[src/rtl/axi_lite_to_obi_bridge.sv]
// AXI4-Lite slave to OBI master bridge.
// Keeps one transaction in flight and arbitrates reads and writes round-robin.
// Misaligned accesses are answered locally with SLVERR and never reach OBI.
module axi_lite_to_obi_bridge #(
  parameter int unsigned AXI_ADDR_WIDTH = 32,
  parameter int unsigned AXI_DATA_WIDTH = 32
) (
  input  logic                          s00_axi_aclk,
  input  logic                          s00_axi_aresetn,
  // AXI4-Lite write address / data / response
  input  logic [AXI_ADDR_WIDTH-1:0]     s_awaddr,
  input  logic                          s_awvalid,
  output logic                          s_awready,
  input  logic [AXI_DATA_WIDTH-1:0]     s_wdata,
  input  logic [AXI_DATA_WIDTH/8-1:0]   s_wstrb,
  input  logic                          s_wvalid,
  output logic                          s_wready,
  output logic [1:0]                    s_bresp,
  output logic                          s_bvalid,
  input  logic                          s_bready,
  // AXI4-Lite read address / data
  input  logic [AXI_ADDR_WIDTH-1:0]     s_araddr,
  input  logic                          s_arvalid,
  output logic                          s_arready,
  output logic [AXI_DATA_WIDTH-1:0]     s_rdata,
  output logic [1:0]                    s_rresp,
  output logic                          s_rvalid,
  input  logic                          s_rready,
  // OBI master
  output logic                          obi_req,
  input  logic                          obi_gnt,
  output logic [AXI_ADDR_WIDTH-1:0]     obi_addr,
  output logic                          obi_we,
  output logic [AXI_DATA_WIDTH/8-1:0]   obi_be,
  output logic [AXI_DATA_WIDTH-1:0]     obi_wdata,
  input  logic                          obi_rvalid,
  input  logic [AXI_DATA_WIDTH-1:0]     obi_rdata,
  output logic                          busy
);

  localparam int unsigned STRB_WIDTH = AXI_DATA_WIDTH / 8;

  localparam logic [2:0] IDLE      = 3'd0;
  localparam logic [2:0] W_COLLECT = 3'd1;
  localparam logic [2:0] REQ       = 3'd2;
  localparam logic [2:0] WAIT_R    = 3'd3;
  localparam logic [2:0] B_RESP    = 3'd4;
  localparam logic [2:0] R_RESP    = 3'd5;

  localparam logic [1:0] RESP_OKAY   = 2'b00;
  localparam logic [1:0] RESP_SLVERR = 2'b10;

  logic [2:0]                state_q, state_d;
  logic                      prio_read_q, prio_read_d;
  logic                      aw_got_q, aw_got_d;
  logic                      w_got_q, w_got_d;
  logic [AXI_ADDR_WIDTH-1:0] addr_q, addr_d;
  logic [AXI_DATA_WIDTH-1:0] wdata_q, wdata_d;
  logic [STRB_WIDTH-1:0]     wstrb_q, wstrb_d;

  logic                      obi_req_d;
  logic [AXI_ADDR_WIDTH-1:0] obi_addr_d;
  logic                      obi_we_d;
  logic [STRB_WIDTH-1:0]     obi_be_d;
  logic [AXI_DATA_WIDTH-1:0] obi_wdata_d;
  logic                      bvalid_d, rvalid_d, busy_d;
  logic [1:0]                bresp_d, rresp_d;
  logic [AXI_DATA_WIDTH-1:0] rdata_d;

  logic                      write_pending, read_sel, write_sel;
  logic                      launch, launch_we;
  logic [AXI_ADDR_WIDTH-1:0] launch_addr;
  logic [AXI_DATA_WIDTH-1:0] launch_wdata;
  logic [STRB_WIDTH-1:0]     launch_be;

  // Round-robin arbitration and AXI ready generation
  assign write_pending = s_awvalid | s_wvalid;
  assign read_sel      = s_arvalid & (~write_pending | prio_read_q);
  assign write_sel     = write_pending & ~read_sel;

  assign s_arready = (state_q == IDLE) & read_sel;
  assign s_awready = ((state_q == IDLE) & write_sel) | ((state_q == W_COLLECT) & ~aw_got_q);
  assign s_wready  = ((state_q == IDLE) & write_sel) | ((state_q == W_COLLECT) & ~w_got_q);

  // Next-state and registered-output logic
  always_comb begin
    state_d      = state_q;
    prio_read_d  = prio_read_q;
    aw_got_d     = aw_got_q;
    w_got_d      = w_got_q;
    addr_d       = addr_q;
    wdata_d      = wdata_q;
    wstrb_d      = wstrb_q;
    obi_req_d    = obi_req;
    obi_addr_d   = obi_addr;
    obi_we_d     = obi_we;
    obi_be_d     = obi_be;
    obi_wdata_d  = obi_wdata;
    bvalid_d     = s_bvalid;
    bresp_d      = s_bresp;
    rvalid_d     = s_rvalid;
    rresp_d      = s_rresp;
    rdata_d      = s_rdata;
    launch       = 1'b0;
    launch_we    = 1'b0;
    launch_addr  = '0;
    launch_wdata = '0;
    launch_be    = '0;

    case (state_q)
      IDLE: begin
        if (read_sel) begin
          launch      = 1'b1;
          launch_addr = s_araddr;
          launch_be   = {STRB_WIDTH{1'b1}};
        end else if (write_sel) begin
          if (s_awvalid) begin
            aw_got_d = 1'b1;
            addr_d   = s_awaddr;
          end
          if (s_wvalid) begin
            w_got_d = 1'b1;
            wdata_d = s_wdata;
            wstrb_d = s_wstrb;
          end
          if (aw_got_d && w_got_d) begin
            launch       = 1'b1;
            launch_we    = 1'b1;
            launch_addr  = addr_d;
            launch_wdata = wdata_d;
            launch_be    = wstrb_d;
          end else begin
            state_d = W_COLLECT;
          end
        end
      end
      W_COLLECT: begin
        if (s_awvalid && !aw_got_q) begin
          aw_got_d = 1'b1;
          addr_d   = s_awaddr;
        end
        if (s_wvalid && !w_got_q) begin
          w_got_d = 1'b1;
          wdata_d = s_wdata;
          wstrb_d = s_wstrb;
        end
        if (aw_got_d && w_got_d) begin
          launch       = 1'b1;
          launch_we    = 1'b1;
          launch_addr  = addr_d;
          launch_wdata = wdata_d;
          launch_be    = wstrb_d;
        end
      end
      REQ: begin
        if (obi_gnt) begin
          obi_req_d = 1'b0;
          state_d   = WAIT_R;
        end
      end
      WAIT_R: begin
        if (obi_rvalid) begin
          if (obi_we) begin
            state_d  = B_RESP;
            bvalid_d = 1'b1;
            bresp_d  = RESP_OKAY;
          end else begin
            state_d  = R_RESP;
            rvalid_d = 1'b1;
            rresp_d  = RESP_OKAY;
            rdata_d  = obi_rdata;
          end
        end
      end
      B_RESP: begin
        if (s_bready) begin
          bvalid_d    = 1'b0;
          prio_read_d = 1'b1;
          state_d     = IDLE;
        end
      end
      R_RESP: begin
        if (s_rready) begin
          rvalid_d    = 1'b0;
          prio_read_d = 1'b0;
          state_d     = IDLE;
        end
      end
      default: state_d = IDLE;
    endcase

    // Issue on OBI, or answer a misaligned access locally
    if (launch) begin
      aw_got_d = 1'b0;
      w_got_d  = 1'b0;
      if (launch_addr[1:0] != 2'b00) begin
        if (launch_we) begin
          state_d  = B_RESP;
          bvalid_d = 1'b1;
          bresp_d  = RESP_SLVERR;
        end else begin
          state_d  = R_RESP;
          rvalid_d = 1'b1;
          rresp_d  = RESP_SLVERR;
          rdata_d  = '0;
        end
      end else begin
        state_d     = REQ;
        obi_req_d   = 1'b1;
        obi_addr_d  = launch_addr;
        obi_we_d    = launch_we;
        obi_be_d    = launch_be;
        obi_wdata_d = launch_wdata;
      end
    end

    busy_d = (state_d != IDLE);
  end

  // State and output registers
  always_ff @(posedge s00_axi_aclk or negedge s00_axi_aresetn) begin
    if (!s00_axi_aresetn) begin
      state_q     <= IDLE;
      prio_read_q <= 1'b0;
      aw_got_q    <= 1'b0;
      w_got_q     <= 1'b0;
      addr_q      <= '0;
      wdata_q     <= '0;
      wstrb_q     <= '0;
      obi_req     <= 1'b0;
      obi_addr    <= '0;
      obi_we      <= 1'b0;
      obi_be      <= '0;
      obi_wdata   <= '0;
      s_bvalid    <= 1'b0;
      s_bresp     <= 2'b00;
      s_rvalid    <= 1'b0;
      s_rresp     <= 2'b00;
      s_rdata     <= '0;
      busy        <= 1'b0;
    end else begin
      state_q     <= state_d;
      prio_read_q <= prio_read_d;
      aw_got_q    <= aw_got_d;
      w_got_q     <= w_got_d;
      addr_q      <= addr_d;
      wdata_q     <= wdata_d;
      wstrb_q     <= wstrb_d;
      obi_req     <= obi_req_d;
      obi_addr    <= obi_addr_d;
      obi_we      <= obi_we_d;
      obi_be      <= obi_be_d;
      obi_wdata   <= obi_wdata_d;
      s_bvalid    <= bvalid_d;
      s_bresp     <= bresp_d;
      s_rvalid    <= rvalid_d;
      s_rresp     <= rresp_d;
      s_rdata     <= rdata_d;
      busy        <= busy_d;
    end
  end

endmodule

[config.mk]
export PLATFORM = sky130hd
export DESIGN_NAME = axi_lite_to_obi_bridge
export DESIGN_NICKNAME = d
export VERILOG_FILES = /design/src/rtl/axi_lite_to_obi_bridge.sv
export SDC_FILE = /design/constraint.sdc
export NUM_CORES = 1
export LEC_CHECK = 0
export BUFFER_PORTS_ARGS = -buffer_cell sky130_fd_sc_hd__buf_2
export CORE_MARGIN = 4
export CORE_UTILIZATION = 27
export DETAILED_ROUTE_END_ITERATION = 6
export PLACE_DENSITY = 0.47
export SETUP_SLACK_MARGIN = 0.3
export SLEW_MARGIN = 20
export SYNTH_ARGS = -nofsm -noshare
export SYNTH_HDL_FRONTEND = slang
export SYNTH_SLANG_ARGS = --single-unit
[constraint.sdc]
create_clock -name s00_axi_aclk -period 1.9 [get_ports s00_axi_aclk]
set_input_delay 0 -clock s00_axi_aclk [delete_from_list [all_inputs] [get_ports s00_axi_aclk]]
set_output_delay 0 -clock s00_axi_aclk [all_outputs]
set_load 0.03 [all_outputs]
==> results of run 1 <==
-- cells in the mapped netlist (2+ instances only) --
master / instances
dfrtp_1: 183
mux2_2: 89
nand2_1: 87
a21oi_1: 44
mux2i_1: 34
a22o_1: 32
inv_1: 32
a222oi_1: 30
clkbuf_1: 24
buf_2: 15
nor2_1: 11
buf_4: 6
mux2_4: 6
o21ai_0: 6
a31oi_1: 5
mux2_1: 4
nand2b_1: 4
nor3_1: 4
and2_1: 3
nand3_1: 3
nor3b_1: 3
a2111oi_2: 2
and3_1: 2
buf_6: 2
o211a_1: 2
or2_1: 2
or2_2: 2
-- per-stage QoR --
stage | TNS (ns) | util (%) | power, mW
global placement | -0.456 | 35.8 | 13.9
floorplan | 0 | - | 11.1
finish | -0.954 | 44.2 | 18.2
CTS | -1.34 | 42.9 | 18.0
global route | -6.83 | 44.2 | 19.3
detailed placement | -1.01 | 35.8 | 14.0
-- path summary, 6_finish.rpt --
kind,slack (ns),end,cells past startpoint,from
max in group asynchronous,1.10,s_rdata[27],3,s00_axi_aresetn
hold reg to reg,0.48,obi_req,2,obi_req
min in group asynchronous,0.12,obi_addr[16],2,s00_axi_aresetn
setup / recovery,-0.05,busy,5,prio_read_q
setup reg to reg,-0.05,busy,5,prio_read_q
hold / removal,0.06,aw_got_q,4,s_awvalid
-- final cells by class --
| cell class | count | share of cell area, % |
|---|---|---|
| Clock buffer | 19 | 3.54 |
| Inverter | 33 | 0.989 |
| Tap cell | 384 | 3.76 |
| Timing Repair Buffer | 466 | 29.2 |
| Clock inverter | 10 | 0.773 |
| Sequential cell | 183 | 35.8 |
| Multi-Input combinational cell | 393 | 25.9 |
-- cells by family after synthesis --
group           count (synthesis)  synth area share, %
compound gates                134                 12.8
flops                         183                 57.3
buf+inv                        80                 4.46
mux                           133                 18.5
simple gates                  126                 6.95
-- power breakdown --
part	switching (mW)	total (mW)	internal, mW
clock network	1.58	3.45	1.87
logic	4.53	8.63	4.10
registers	0.739	6.09	5.35
-- routing by layer --
metal	global-route usage, %	wire length (um)	vias to the layer above
met5	0	0	-
met4	3.51	416	0
met3	4.56	1590	21
met2	25.5	12400	208
met1	20.1	11700	3375
li1	-	-	3243
-- sequential cells by signal, summed over array words and instances (netlist names) --
register     cells
s_rvalid         1
obi_wdata       32
addr_q          32
wstrb_q          4
busy             1
obi_be           4
s_bvalid         1
s_rdata         32
obi_we           1
obi_addr        32
s_bresp          2
prio_read_q      1
wdata_q         32
obi_req          1
state_q          3
s_rresp          2
aw_got_q         1
w_got_q          1
-- timing repair --
item | CTS | global route
setup endpoints to repair | 145 | 170
cloned | 2 | 7
pin swaps | 7 | 6
gates resized for setup | 20 | 31
setup buffers | 1 | 4
hold endpoints to repair | 333 | 0
hold buffers | 136 | 0
-- cell usage in the layout (no fill, tap or decap), types with 2 or more instances in the layout --
master	instances
dfrtp_1	182
nor3_2	3
clkbuf_8	3
clkbuf_16	24
or2_4	3
a31oi_4	2
inv_6	3
clkinvlp_4	5
a31oi_1	3
mux2i_1	34
bufbuf_16	2
buf_2	248
buf_6	6
nand2_4	2
nor2_2	2
buf_12	24
a22o_1	32
nor2_1	8
nand2_2	4
o21ai_0	6
and2_1	3
dlygate4sd3_1	136
buf_4	41
mux2_4	7
a21oi_2	5
mux2_2	89
a2111oi_4	2
mux2_1	3
nand2_1	80
inv_1	32
a21oi_1	38
nand2b_1	3
o211a_1	2
a222oi_1	30
nand3_1	3
-- worst register-to-register path, delay by kind of cell, from the launching register on --
family                 cells  cell delay, ns
AOI/OAI and AO/OA          1            0.29
DFF                        1            0.40
and+or+nand+nor            2            0.78
buffers and inverters      2            0.35
==> out/metrics.yaml, run 1 <==
worstPathRequired_ns: 2.20
dieHeight_um: 180
hold_class: "in -> reg"
regArea_um2: 4580
crit_buf_inv: 2
numCtsBuffers: 17
ys_seq_elements: 183
fmax_mhz: 512
vias: 6847
dp_hpwl_um: 16600
ys_async_sr_fraction_pct: 100
portBuffers: 252
synth_edf_count: 0
clockBufferDepth: 2
setup_violations: 55
holdWs_ns: 0.0590
fin_crit_sh_pct: 103
vias_per_cell: 4.60
avgSynthCellArea_um2: 12.2
setup_slack_ns: -0.0523
setup.worst_path.start_class: "flop"
drive_above_1_share_pct: 45.1
grt_max_degree: 55
gp_congestion: 0.756
ys_warn_count: 0
hold_viol_final: 0
preCtsSetupSlack_ns: -0.0753
synthDistinctLibCells: 46
cpPeakStageDelay_ns: 0.51
dpl.cell_count: 1309
fillerInstances: 2713
rsz0062_at_grt: "true"
drc: 4
clkSinkCount: 183
cts_tree: "done"
grt_usage_pct: 15.4
netlist.top_cell.by_area: "dfrtp_1"
leakage_nw: 6.24
die_area_um2: 32400
grt_pass1_wl_um: 40700
syn_inst: 656
endpoint_kind: "flop"
cpLargestDelayFamily: "simple AND/OR/NAND/NOR gates"
rows: 62
fin_crit_ns: 1.95
final.setup_skew_ns: 0.0116
relSlewSlack_pct: 67.7
finalWirelength_um: 26100
critical_path.max_fanout: 9
fin_area_um2: 12800
final_max_slew_viol_count: 0
power_density_nw_per_um2: 1420
start_util_pct: 27.6
finalNetCount: 1235
gr-total-overflow: 0
grt_pass1_vias: 7284
clkLatencyLatePin_ns: 0.43
crit_top_cell: "buf_4"
root_buffer: "clkbuf_16"
path_cells: "buf_4, o2111a_2, or2_4, buf_4, or4b_1"
io-pin-count: 253
htree_num_levels: 4
multi_input_area_um2: 3310
violations: "DRC, setup timing"
drt-pass1-iter-count: 7
mappedNetlistArea_um2: 7990
worstMarginPinSlew_ns: 0.484
cp_data_arrival_time_ns: 2.25
wl_per_cell_um: 17.5
crit_slowest_cell: "or4b_1"
synth_nets: 797
synth-main-ff-cell: "dfrtp_1"
dr.first_iter.drc_count: 401
vdd_ir_drop_max_mv: 0.613
drv_cap: 0
antenna_found_initial: 0
status: "complete, but fails checks"
core_area_um2: 28900
synth_top_area_share_pct: 57.3
synthTopCellsByArea: "dfrtp_1 (57%), mux2_2 (13%), mux2i_1 (4.3%)"
fin_cells: 1488
yosysSeqAreaShare_pct: 57.3
worstSetupPathType: "reg -> reg"
clk_pin_slew_ns: 0.07
postPlaceCellArea_um2: 10300
ant_nets: 0
die_x_um: 180
area.growth.synth_to_final_pct: 59.9
diodes: 0
No activity file was read; power rests on OpenSTA's default activity.
==> run 2, diff against run 1 <==
--- a/config.mk
+++ b/config.mk
@@ -9,6 +9,7 @@
 export CORE_MARGIN = 4
 export CORE_UTILIZATION = 27
 export DETAILED_ROUTE_END_ITERATION = 6
+export MAX_ROUTING_LAYER = met4
 export PLACE_DENSITY = 0.47
 export SETUP_SLACK_MARGIN = 0.3
 export SLEW_MARGIN = 20
==> out/metrics.yaml, run 2 (synthesized netlist as in run 1, its figures left out) <==
status: "complete, but fails checks"
violations: "setup timing"
setup.worst_path.start_class: "flop"
r2r-end: "busy"
rsz0062_at_grt: "true"
crit_path_start: "prio_read_q"
final_max_slew_viol_count: 0  # unchanged
vias_per_cell: 4.59  # -0.18%
critical_path.max_fanout: 9  # unchanged
finalNetCount: 1234  # -0.081%
ant_nets: 0  # unchanged
dp_hpwl_um: 16600  # unchanged
fin_crit_sh_pct: 103  # about the same
leakage_nw: 6.22  # -0.37%
clkSinkCount: 183  # unchanged
p_int_mw: 11.3  # about the same
p_sw_share_pct: 37.8  # +0.045 points
drive_above_1_share_pct: 45.3  # +0.22 points
gp_congestion: 0.766  # +1.3%
drv_cap: 0  # unchanged
reg2regPathDepth: 5  # unchanged
power_mw: 18.2  # about the same
antenna_found_initial: 0  # unchanged
die_x_um: 180  # unchanged
power_density_nw_per_um2: 1430  # +0.20%
cts_tree: "done"
fin_area_um2: 12800  # -0.16%
core_area_um2: 28900  # unchanged
seqPwrFrac_pct: 33.5  # about the same
clkPwrFrac_pct: 19.0  # about the same
multi_input_area_um2: 3320  # +0.15%
power.switching_mw: 6.87  # +0.16%
drc: 0  # -4
setup_slack_ns: -0.0536  # -0.00134 ns
clockBufferDepth: 2  # unchanged
clkLatencyLatePin_ns: 0.43  # about the same
postPlaceCellArea_um2: 10300  # unchanged
rows: 62  # unchanged
worstPathRequired_ns: 2.20  # about the same
grt_max_degree: 55  # unchanged
io-pin-count: 253  # unchanged
fin_cells: 1487  # -0.067%
hold_viol_final: 0  # unchanged
cp_data_arrival_time_ns: 2.25  # about the same
worstMarginPinSlew_ns: 0.493  # +0.00869 ns
endpoint_kind: "flop"
rrSetupSlack_ns: -0.05  # about the same
combPwrFrac_pct: 47.5  # about the same
root_buffer: "clkbuf_16"
diodes: 0  # unchanged
worstSetupPathType: "reg -> reg"
portBuffers: 252  # unchanged
dpl.cell_count: 1309  # unchanged
htree_num_levels: 4  # unchanged
finalWirelength_um: 26000  # -0.23%
start_util_pct: 27.6  # unchanged
regArea_um2: 4580  # unchanged
critical_path.endpoint: "busy"
die_area_um2: 32400  # unchanged
gr-total-overflow: 0  # unchanged
grt_usage_pct: 15.9  # +0.48 points
relSlewSlack_pct: 67.1  # -0.58 points
area.growth.synth_to_final_pct: 59.7
numCtsBuffers: 17  # unchanged
fmax_mhz: 512  # about the same
hold_class: "in -> reg"
vdd_ir_drop_max_mv: 0.608  # -0.77%
timing.rr.start: "prio_read_q"
grt_pass1_wl_um: 40700  # about the same
final.setup_skew_ns: 0.0120  # +0.000344 ns
setup_violations: 56  # +1.8%
drt-pass1-iter-count: 6  # -1
wl_per_cell_um: 17.5  # -0.17%
dr.first_iter.drc_count: 421  # +5.0%
mostFrequentLayoutCell: "buf_2"
clk_pin_slew_ns: 0.07  # about the same
grt_pass1_vias: 7281  # -0.041%
fin_crit_ns: 1.95  # +0.00134 ns
fillerInstances: 2712  # -0.037%
dieHeight_um: 180  # unchanged
final_cell_mix: "buf_2 (248), dfrtp_1 (182), dlygate4sd3_1 (136)"
vias: 6830  # -0.25%
## run 2: cell count changes in the layout (fill, tap and decap cells not counted), sizes merged
cell / before / now
clkbuf: 27 / 26
## run 2: worst min-delay path by stage
stage,cells after the start,startpoint,end,slack (ns)
floorplan,0,s00_axi_aresetn,addr_q[0],-0.30
detailed placement,1,s00_axi_aresetn,obi_addr[16],0.02
global placement,1,s00_axi_aresetn,obi_addr[18],0.02
finish,4,s_awvalid,aw_got_q,0.06
global route,4,s_awvalid,aw_got_q,0.09
CTS,4,s_awvalid,aw_got_q,0.02
## run 2: final cells by class
cell class | count | area share (%)
inverter | 33 | 0.990
timing repair buffer | 465 | 29.0
clock inverter | 10 | 0.775
tap | 384 | 3.77
sequential | 183 | 35.9
multi-input combinational | 393 | 26.0
clock buffer | 19 | 3.55
## run 2: through the flow
stage | setup TNS, ns | setup slack (ns) | utilization, % | hold slack, ns
floorplan | 0 | 0.00610 | - | -0.296
global placement | -0.456 | -0.0417 | 35.8 | 0.0224
detailed placement | -1.01 | -0.0753 | 35.8 | 0.0151
CTS | -1.34 | -0.0409 | 42.9 | 0.0185
global route | -6.82 | -0.128 | 44.1 | 0.0859
finish | -0.985 | -0.0536 | 44.1 | 0.0570
## run 2: power groups by stage
stage	combinational [mW]	sequential [mW]	clock, mW
2_1_floorplan	3.79	7.33	0
3_3_place_gp	7.76	6.11	0
3_5_place_dp	7.83	6.13	0
4_1_cts	8.36	6.08	3.59
5_1_grt	9.30	6.26	3.74
6_report	8.64	6.10	3.46
## run 2: per-layer routing
| metal | routed length, um | share of wire (%) | GRT usage [%] | vias to the layer above |
|---|---|---|---|---|
| met5 | 0 | 0 | - | - |
| li1 | - | - | - | 3242 |
| met2 | 12300 | 47 | 25.4 | 214 |
| met3 | 1470 | 5.7 | 4.04 | 21 |
| met4 | 404 | 1.6 | 3.51 | 0 |
| met1 | 11800 | 46 | 20.6 | 3353 |
## run 2: repair_timing
action,4_1_cts,5_1_grt
setup buffers,1,4
pin swaps,7,7
hold endpoints to repair,333,0
endpoints found under the setup margin,145,170
hold buffers,136,0
cloned,2,6
resized for setup,20,33
## run 2: worst max-delay path, cell delays in order, from the launching register on
cell	delay, ns
dfrtp_1	0.40
buf_4	0.17
o2111a_2	0.29
or2_4	0.27
buf_4	0.18
or4b_1	0.51
==> run 3, diff against run 2 <==
--- a/config.mk
+++ b/config.mk
@@ -5,12 +5,12 @@
 export SDC_FILE = /design/constraint.sdc
 export NUM_CORES = 1
 export LEC_CHECK = 0
-export BUFFER_PORTS_ARGS = -buffer_cell sky130_fd_sc_hd__buf_2
 export CORE_MARGIN = 4
 export CORE_UTILIZATION = 27
 export DETAILED_ROUTE_END_ITERATION = 6
+export DONT_BUFFER_PORTS = 1
 export MAX_ROUTING_LAYER = met4
-export PLACE_DENSITY = 0.47
+export PLACE_DENSITY = 0.4
 export SETUP_SLACK_MARGIN = 0.3
 export SLEW_MARGIN = 20
 export SYNTH_ARGS = -nofsm -noshare
==> out/metrics.yaml, run 3 (synthesized netlist as in run 1, its figures left out) <==
status: "complete, but fails checks"
violations: "hold timing, setup timing"
r2r-end: "obi_wdata[3]"
fin_crit_ns: 1.96  # +0.00358 ns
numCtsBuffers: 17  # unchanged
vias: 6276  # -8.1%
leakage_nw: 5.94  # -4.4%
hold_class: "in -> async"
mostFrequentLayoutCell: "dfrtp_1"
dp_hpwl_um: 15300  # -7.9%
p_int_mw: 12.0  # +5.7%
cts_tree: "done"
critical_path.max_fanout: 17  # +8
dieHeight_um: 180  # unchanged
endpoint_kind: "flop"
power_mw: 19.3  # +6.2%
setup_slack_ns: -0.0572  # -0.00358 ns
cp_data_arrival_time_ns: 2.26  # about the same
reg2regPathDepth: 7  # +2
combPwrFrac_pct: 41.8  # -5.7 points
worstMarginPinSlew_ns: 0.716  # +0.223 ns
final_cell_mix: "dfrtp_1 (183), dlygate4sd3_1 (138), mux2_4 (75)"
clkLatencyLatePin_ns: 0.43  # about the same
rows: 62  # unchanged
worstPathRequired_ns: 2.21  # about the same
grt_pass1_vias: 6826  # -6.2%
hold_viol_final: 183  # +183
die_x_um: 180  # unchanged
timing.rr.start: "prio_read_q"
cts_hold_buffers: 138  # +1.5%
grt_pass1_wl_um: 40600  # -0.37%
finalWirelength_um: 26600  # +2.1%
antenna_found_initial: 0  # unchanged
clkSinkCount: 183  # unchanged
dr.first_iter.drc_count: 430  # +2.1%
drv_cap: 0  # unchanged
area.growth.synth_to_final_pct: 57.0
vias_per_cell: 4.98  # +8.4%
gp_congestion: 0.842  # +10%
fin_crit_sh_pct: 103  # +0.19 points
drc: 0  # unchanged
drt-pass1-iter-count: 6  # unchanged
relSlewSlack_pct: 52.3  # -15 points
grt_max_degree: 184  # +230%
setup.worst_path.start_class: "flop"
ant_nets: 0  # unchanged
clkPwrFrac_pct: 18.6  # -0.4 points
grt_usage_pct: 16.2  # +0.30 points
seqPwrFrac_pct: 39.6  # +6.1 points
io-pin-count: 253  # unchanged
wl_per_cell_um: 21.1  # +21%
rrSetupSlack_ns: -0.06  # about the same
die_area_um2: 32400  # unchanged
preCtsSetupSlack_ns: -0.253  # -0.177 ns
final_max_slew_viol_count: 0  # unchanged
root_buffer: "clkbuf_16"
final.setup_skew_ns: 0.0142  # +0.00225 ns
setup_violations: 51  # -8.9%
clockBufferDepth: 2  # unchanged
p_sw_share_pct: 38.0  # +0.28 points
finalNetCount: 1004  # -19%
vdd_ir_drop_max_mv: 0.680  # +12%
power.switching_mw: 7.35  # +7.0%
portBuffers: 0  # -100%
worstSetupPathType: "reg -> reg"
rsz0062_at_grt: "true"
start_util_pct: 27.6  # unchanged
fmax_mhz: 511  # -0.18%
core_area_um2: 28900  # unchanged
htree_num_levels: 4  # unchanged
drive_above_1_share_pct: 38.9  # -6.4 points
holdWs_ns: -0.736  # -0.793 ns
clk_pin_slew_ns: 0.08  # about the same
utilization_pct: 43.4  # -0.74 points
power_density_nw_per_um2: 1540  # +8.0%
gr-total-overflow: 0  # unchanged
diodes: 0  # unchanged
-- run 3: changes by cell type in the layout (fill, tap and decap cells not counted), moves of 13 or more --
| cell | delta |
|---|---|
| a21oi_1 | -30 |
| a21oi_2 | +31 |
| buf_16 | +13 |
| buf_2 | -248 |
| buf_6 | +21 |
| mux2_2 | -67 |
| mux2_4 | +68 |
| nand2_1 | -32 |
| nand2_4 | +33 |
-- run 3: worst max-delay path by stage --
| stage | start | to | slack, ns | depth (start not counted) |
|---|---|---|---|---|
| after global routing | prio_read_q | obi_wdata[4] | -0.12 | 7 |
| final | prio_read_q | obi_wdata[3] | -0.06 | 7 |
| after global placement | prio_read_q | obi_addr[12] | -0.21 | 7 |
| after detailed placement | prio_read_q | obi_addr[29] | -0.25 | 7 |
| after CTS | prio_read_q | obi_wdata[3] | -0.04 | 7 |
| after floorplan | state_q[0] | obi_wdata[26] | 0.006 | 9 |
-- run 3: area by class of cell --
type,instances,area (um2)
Tap cell,384,480
Multi-Input combinational cell,393,3960
Clock buffer,19,453
Fill cell,2639,16400
Clock inverter,13,134
Inverter,33,124
Sequential cell,183,4580
Timing Repair Buffer,235,2810
-- run 3: what timing repair did --
item	in CTS	in global routing
hold endpoints to repair	358	183
setup endpoints to repair	176	182
pin swaps	18	76
resized for setup	149	116
setup buffers	25	3
cloned	14	3
-- run 3: layer usage --
metal  GRT usage (%)  part of all wire (%)  vias to the layer above
met5               -                     0                        -
met4            4.99                   1.7                        0
met3            4.06                   6.5                       33
met2            25.8                    49                      246
met1            20.5                    43                     3205
li1                -                     -                     2792
-- run 3: critical path, stage by stage (launching register included) --
cell,delay (ns)
dfrtp_1,0.40
o2bb2ai_2,0.14
buf_4,0.14
a2111oi_4,0.32
or2_4,0.21
nand3_4,0.12
buf_12,0.19
mux2_1,0.31
-- run 3: power groups by stage --
stage | Clock [mW] | Sequential (mW) | Combinational [mW]
6_report | 3.60 | 7.65 | 8.07
2_1_floorplan | 0 | 7.33 | 3.79
3_3_place_gp | 0 | 7.61 | 5.18
5_1_grt | 3.90 | 7.81 | 8.62
3_5_place_dp | 0 | 7.63 | 5.31
4_1_cts | 3.74 | 7.62 | 7.47
-- run 3: through the flow --
stage          TNS, ns  std cells  area [um2]
2_1_floorplan        0        656        8090
3_3_place_gp     -7.20       1045        8860
3_5_place_dp     -7.58       1045        8860
4_1_cts         -0.648       1254       12000
5_1_grt          -5.48       1260       12500
6_report        -0.895       1260       12500
